$ cat src/rtl/rx_vector_loader.sv
// ============================================================================
// Module      : rx_vector_loader
// Description : Decodes UART bytes into command strobes and vector-load
//               transactions. Each element is built from a low/high byte pair
//               and written to SIPO store A or B with a one-cycle strobe.
//               Optional macro RX_TIMEOUT_EN adds an inter-byte load timeout
//               that aborts a stalled load and pulses load_err.
// Revision    : 1.0 - initial release
// ============================================================================
`default_nettype none

module rx_vector_loader #(
  parameter int DEPTH          = 1024,
  parameter int WIDTH          = 10,
  parameter int TIMEOUT_CYCLES = 1_000_000
) (
  input  logic                     clk,
  input  logic                     rst,
  input  logic [7:0]               rx_byte,
  input  logic                     rx_valid,
  output logic [WIDTH-1:0]         d_out,
  output logic                     wea_a,
  output logic                     wea_b,
  output logic                     cmd_strobe,
  output logic [2:0]               cmd_code,
  output logic                     busy,
  output logic [$clog2(DEPTH)-1:0] elem_idx,
  output logic                     load_done,
  output logic                     load_err
);

  localparam int IW = $clog2(DEPTH);

  localparam logic [1:0] S_IDLE    = 2'd0;
  localparam logic [1:0] S_LOAD_LO = 2'd1;
  localparam logic [1:0] S_LOAD_HI = 2'd2;

  logic [1:0] state;
  logic [1:0] state_next;
  logic       target_b;
  logic [7:0] lo_byte;
  logic       timeout_hit;

  logic       is_cmd;
  logic [2:0] opcode;
  logic       last_elem;

  assign is_cmd    = (rx_byte[7:4] == 4'hC);
  assign opcode    = rx_byte[3:1];
  assign last_elem = (elem_idx == IW'(DEPTH - 1));

  // State register
  always_ff @(posedge clk) begin
    if (rst) state <= S_IDLE;
    else     state <= state_next;
  end

  // Next-state logic; inside a load every byte is payload, never a command
  always_comb begin
    state_next = state;
    case (state)
      S_IDLE: begin
        if (rx_valid && is_cmd && (opcode == 3'd1 || opcode == 3'd2))
          state_next = S_LOAD_LO;
      end
      S_LOAD_LO: begin
        if (rx_valid) state_next = S_LOAD_HI;
      end
      S_LOAD_HI: begin
        if (rx_valid) state_next = last_elem ? S_IDLE : S_LOAD_LO;
      end
      default: state_next = S_IDLE;
    endcase
    if (timeout_hit) state_next = S_IDLE;
  end

  // State-derived outputs
  always_comb begin
    busy = (state != S_IDLE);
  end

  // Datapath: command latch, byte pairing, element write strobes, index
  always_ff @(posedge clk) begin
    if (rst) begin
      d_out      <= '0;
      wea_a      <= 1'b0;
      wea_b      <= 1'b0;
      cmd_strobe <= 1'b0;
      cmd_code   <= 3'd0;
      elem_idx   <= '0;
      load_done  <= 1'b0;
      target_b   <= 1'b0;
      lo_byte    <= 8'd0;
    end else begin
      wea_a      <= 1'b0;
      wea_b      <= 1'b0;
      cmd_strobe <= 1'b0;
      load_done  <= 1'b0;
      if (timeout_hit) elem_idx <= '0;
      if (rx_valid) begin
        case (state)
          S_IDLE: begin
            if (is_cmd) begin
              cmd_code   <= opcode;
              cmd_strobe <= 1'b1;
              if (opcode == 3'd1) begin
                target_b <= 1'b0;
                elem_idx <= '0;
              end else if (opcode == 3'd2) begin
                target_b <= 1'b1;
                elem_idx <= '0;
              end
            end
          end
          S_LOAD_LO: lo_byte <= rx_byte;
          S_LOAD_HI: begin
            // Bits of the high byte above the element width are discarded
            d_out <= {rx_byte[WIDTH-9:0], lo_byte};
            wea_a <= ~target_b;
            wea_b <= target_b;
            if (last_elem) begin
              elem_idx  <= '0;
              load_done <= 1'b1;
            end else begin
              elem_idx  <= elem_idx + IW'(1);
            end
          end
          default: ;
        endcase
      end
    end
  end

`ifdef RX_TIMEOUT_EN
  localparam int TW = $clog2(TIMEOUT_CYCLES + 1);

  logic [TW-1:0] idle_cnt;

  // Idle-cycle counter: restarts on every byte, runs only during a load
  always_ff @(posedge clk) begin
    if (rst || rx_valid || !busy) idle_cnt <= '0;
    else                          idle_cnt <= idle_cnt + TW'(1);
  end

  assign timeout_hit = busy && !rx_valid && (idle_cnt == TW'(TIMEOUT_CYCLES - 1));

  // Abort pulse, aligned with the return to IDLE
  always_ff @(posedge clk) begin
    if (rst) load_err <= 1'b0;
    else     load_err <= timeout_hit;
  end
`else
  // Without the timeout a stalled load waits until reset
  assign timeout_hit = 1'b0;
  assign load_err    = 1'b0;
  logic unused_timeout;
  assign unused_timeout = (TIMEOUT_CYCLES == 0);
`endif

endmodule

`default_nettype wire

$ cat config.mk
export PLATFORM = sky130hd
export DESIGN_NAME = rx_vector_loader
export DESIGN_NICKNAME = d
export VERILOG_FILES = /design/src/rtl/rx_vector_loader.sv
export SDC_FILE = /design/constraint.sdc
export NUM_CORES = 1
export LEC_CHECK = 0
export ABC_AREA = 0
export CAP_MARGIN = 20
export CORE_UTILIZATION = 25
export CTS_CLUSTER_SIZE = 25
export DETAILED_ROUTE_END_ITERATION = 8
export SETUP_SLACK_MARGIN = 0.05
export SYNTH_ARGS = -nofsm -noshare
export SYNTH_HDL_FRONTEND = slang
export SYNTH_SLANG_ARGS = --single-unit
$ cat constraint.sdc
create_clock -name clk -period 2.5 [get_ports clk]
set_clock_uncertainty 0.05 [all_clocks]
set_input_delay 0.5 -clock clk [delete_from_list [all_inputs] [get_ports clk]]
set_output_delay 0.5 -clock clk [all_outputs]
set_load 0.02 [all_outputs]
==> results.json, run 1 <==
{
  "status": "complete, no violations",
  "core_area_um2": 6030,
  "ir_worst_vdd_v": 0.000316,
  "maxSlewViolCount": 0,
  "routedWlPerCell_um": 12.6,
  "cts_tree": "done",
  "yosysWarnings": 0,
  "syn_to_final_growth_pct": 40.0,
  "synth-edff-count": 0,
  "period_share_pct": 87.7,
  "synth_seq_cells": 38,
  "dieWidth_um": 81.9,
  "fmax_ghz": 0.456,
  "final_cell_mix": "dfxtp_1, clkdlybuf4s50_1, nand2_1",
  "setup_viol": 0,
  "ios": 40,
  "synth.distinct_cells": 40,
  "drv_cap": 0,
  "place_ws_ps": 89.3,
  "fin_nets": 242,
  "place_hpwl_um": 2820,
  "synth_fp_nets": 195,
  "grt_overflow": 0,
  "cts-root-buf": "clkbuf_8",
  "grt_pass1_vias": 1314,
  "initial_core_util_pct": 26.5,
  "chipHeight_um": 81.9,
  "endpoint_kind": "output pin",
  "synthesis.area_um2": 1600,
  "min_period_ps": 2190,
  "synth-seq-area-share_pct": 47.6,
  "cts.sinks": 38,
  "power.density_nw_per_um2": 538,
  "vias": 1455,
  "whs_ps": 404,
  "crit_required_ps": 1950,
  "async_flop_share_pct": 0,
  "gp_congestion": 0.782,
  "leakage_nw": 0.804,
  "postCtsSetupBuffers": 0,
  "cts_buffers": 5,
  "startpoint": "state[1]$_SDFFE_PP0P_",
  "layout_setup_ws_ps": 308,
  "drc": 0,
  "final_area_um2": 2230,
  "drive_above_1_share_pct": 10.4,
  "crit_chain": "inv_1 > nand2_1 > clkdlybuf4s50_1",
  "final_util_pct": 37.1,
  "grt_start_max_net_pins": 30,
  "hold_start": "d_out[8]$_SDFFE_PP0N_",
  "total_power_mw": 1.20,
  "hold_path.class": "reg -> reg",
  "final_cells": 305,
  "ant_nets": 0,
  "dpl-instance-area_um2": 2120,
  "critical_path.top_delay_family": "buffers and inverters",
  "synthFlopType": "dfxtp_1",
  "path_clk_slew_ps": 70,
  "crit_path_start_kind": "register",
  "rows": 28,
  "gr-usage-all-layers_pct": 12.4,
  "grt_setup_unrepaired": "no",
  "cts_resized": 0,
  "worstSkewPairLatency_ps": 290,
  "ctsLongestPathBuffers": 2,
  "path_max_fanout": 9,
  "diodes": 0,
  "r2r_start": "elem_idx[0]$_SDFFE_PP0P_",
  "viasPerCell": 4.77,
  "syn_avg_cell_area_um2": 8.72,
  "critPathMaxStageDelay_ps": 610,
  "portBuffers": 38,
  "critPathKind": "reg -> out",
  "critPathArrivalTime_ps": 1640,
  "setup_tns_ps": 0,
  "firstDrtPassIters": 5,
  "synth_cells": 183,
  "crit_buf_inv": 2,
  "fill_cells": 633,
  "multiInputGateArea_um2": 754,
  "antenna_found_initial": 0,
  "final_hold_viol_count": 0,
  "slowest_stage": "clkdlybuf4s50_1",
  "place_inst": 298,
  "wirelength_um": 3830,
  "cts-htree-levels": 2,
  "holdBufCountCts": 0,
  "design.die.area_um2": 6710,
  "grt_pass1_wl_um": 6260,
  "ff_latch_area_um2": 761,
  "drt_iter0_markers": 82
}
[per-layer routing]
layer / GRT usage [%] / up-vias / wire length, um
met2: 18.8 / 38 / 1680
met4: 5.09 / 0 / 59
met3: 4.22 / 6 / 250
met1: 16.0 / 662 / 1840
li1: - / 749 / -
met5: 0 / - / 0
[cells by family after synthesis]
family | Yosys count | synth area share [%]
other | 1 | 0.235
and+or+nand+nor | 75 | 23.0
AOI/OAI and AO/OA | 40 | 15.8
buffers and inverters | 16 | 5.09
muxes | 11 | 6.90
xor gates and xnor gates | 1 | 0.549
DFF | 38 | 47.6
adders and majority gates | 1 | 0.784
[cell usage after synthesis, types with 2 or more instances]
master    instances  area (um2)
nor3_1            3        15.0
a21oi_1          18        90.1
nand3b_1          2        15.0
or4_1             2        15.0
clkbuf_1          7        26.3
a31oi_1           4        25.0
dfxtp_1          38         761
o31ai_1           3        22.5
o41ai_1           2        17.5
nor4_1            4        25.0
nand3_1           9        45.0
o21ai_0           4        20.0
nor2_1           16        60.1
nand4b_1          2        17.5
or2_2             2        12.5
buf_6             2        22.5
buf_2             2        10.0
nand2_1          27         101
nand4_1           2        12.5
inv_1             4        15.0
mux2i_1          11         110
[power breakdown]
group	total (mW)	internal, mW	switching [mW]	leakage [nW]
Clock	0.531	0.319	0.212	0.0573
Sequential	0.608	0.606	0.00109	0.306
Combinational	0.0635	0.0313	0.0322	0.441
Total	1.20	0.957	0.245	0.804
[worst reg2reg max path: cells and delay by family (launching register included)]
kind,cells,cell delay [ps]
flops,1,440
fa+ha+maj,1,290
compound gates,2,570
simple gates,2,440
[flip-flops by register name, summed over array words and instances, names as in the netlist]
signal / cells
cmd_code: 3
cmd_strobe: 1
d_out: 10
elem_idx: 10
lo_byte: 8
load_done: 1
state: 2
target_b: 1
wea_a: 1
wea_b: 1
[final cells by class]
class	count	area share (%)
clock inverter	1	1.34
multi-input combinational	129	33.8
clock buffer	6	3.70
sequential	38	34.0
timing repair buffer	52	22.3
inverter	4	0.672
tap	75	4.20
[worst paths after layout]
path                                                  to  slack, ps  cells past startpoint
worst min register to register     d_out[8]$_SDFFE_PP0N_        400                      2
worst min-delay path               d_out[8]$_SDFFE_PP0N_        400                      2
worst max register to register  elem_idx[5]$_SDFFE_PP0P_        600                      5
worst max-delay path                                busy        310                      3
Power figures use the tool's default switching activity.
==> run 2: changes to the inputs <==
Settings changed: SLEW_MARGIN set to 30.
==> results of run 2 <==
No change in the layout: final DEF, timing and power equal those of run 1.
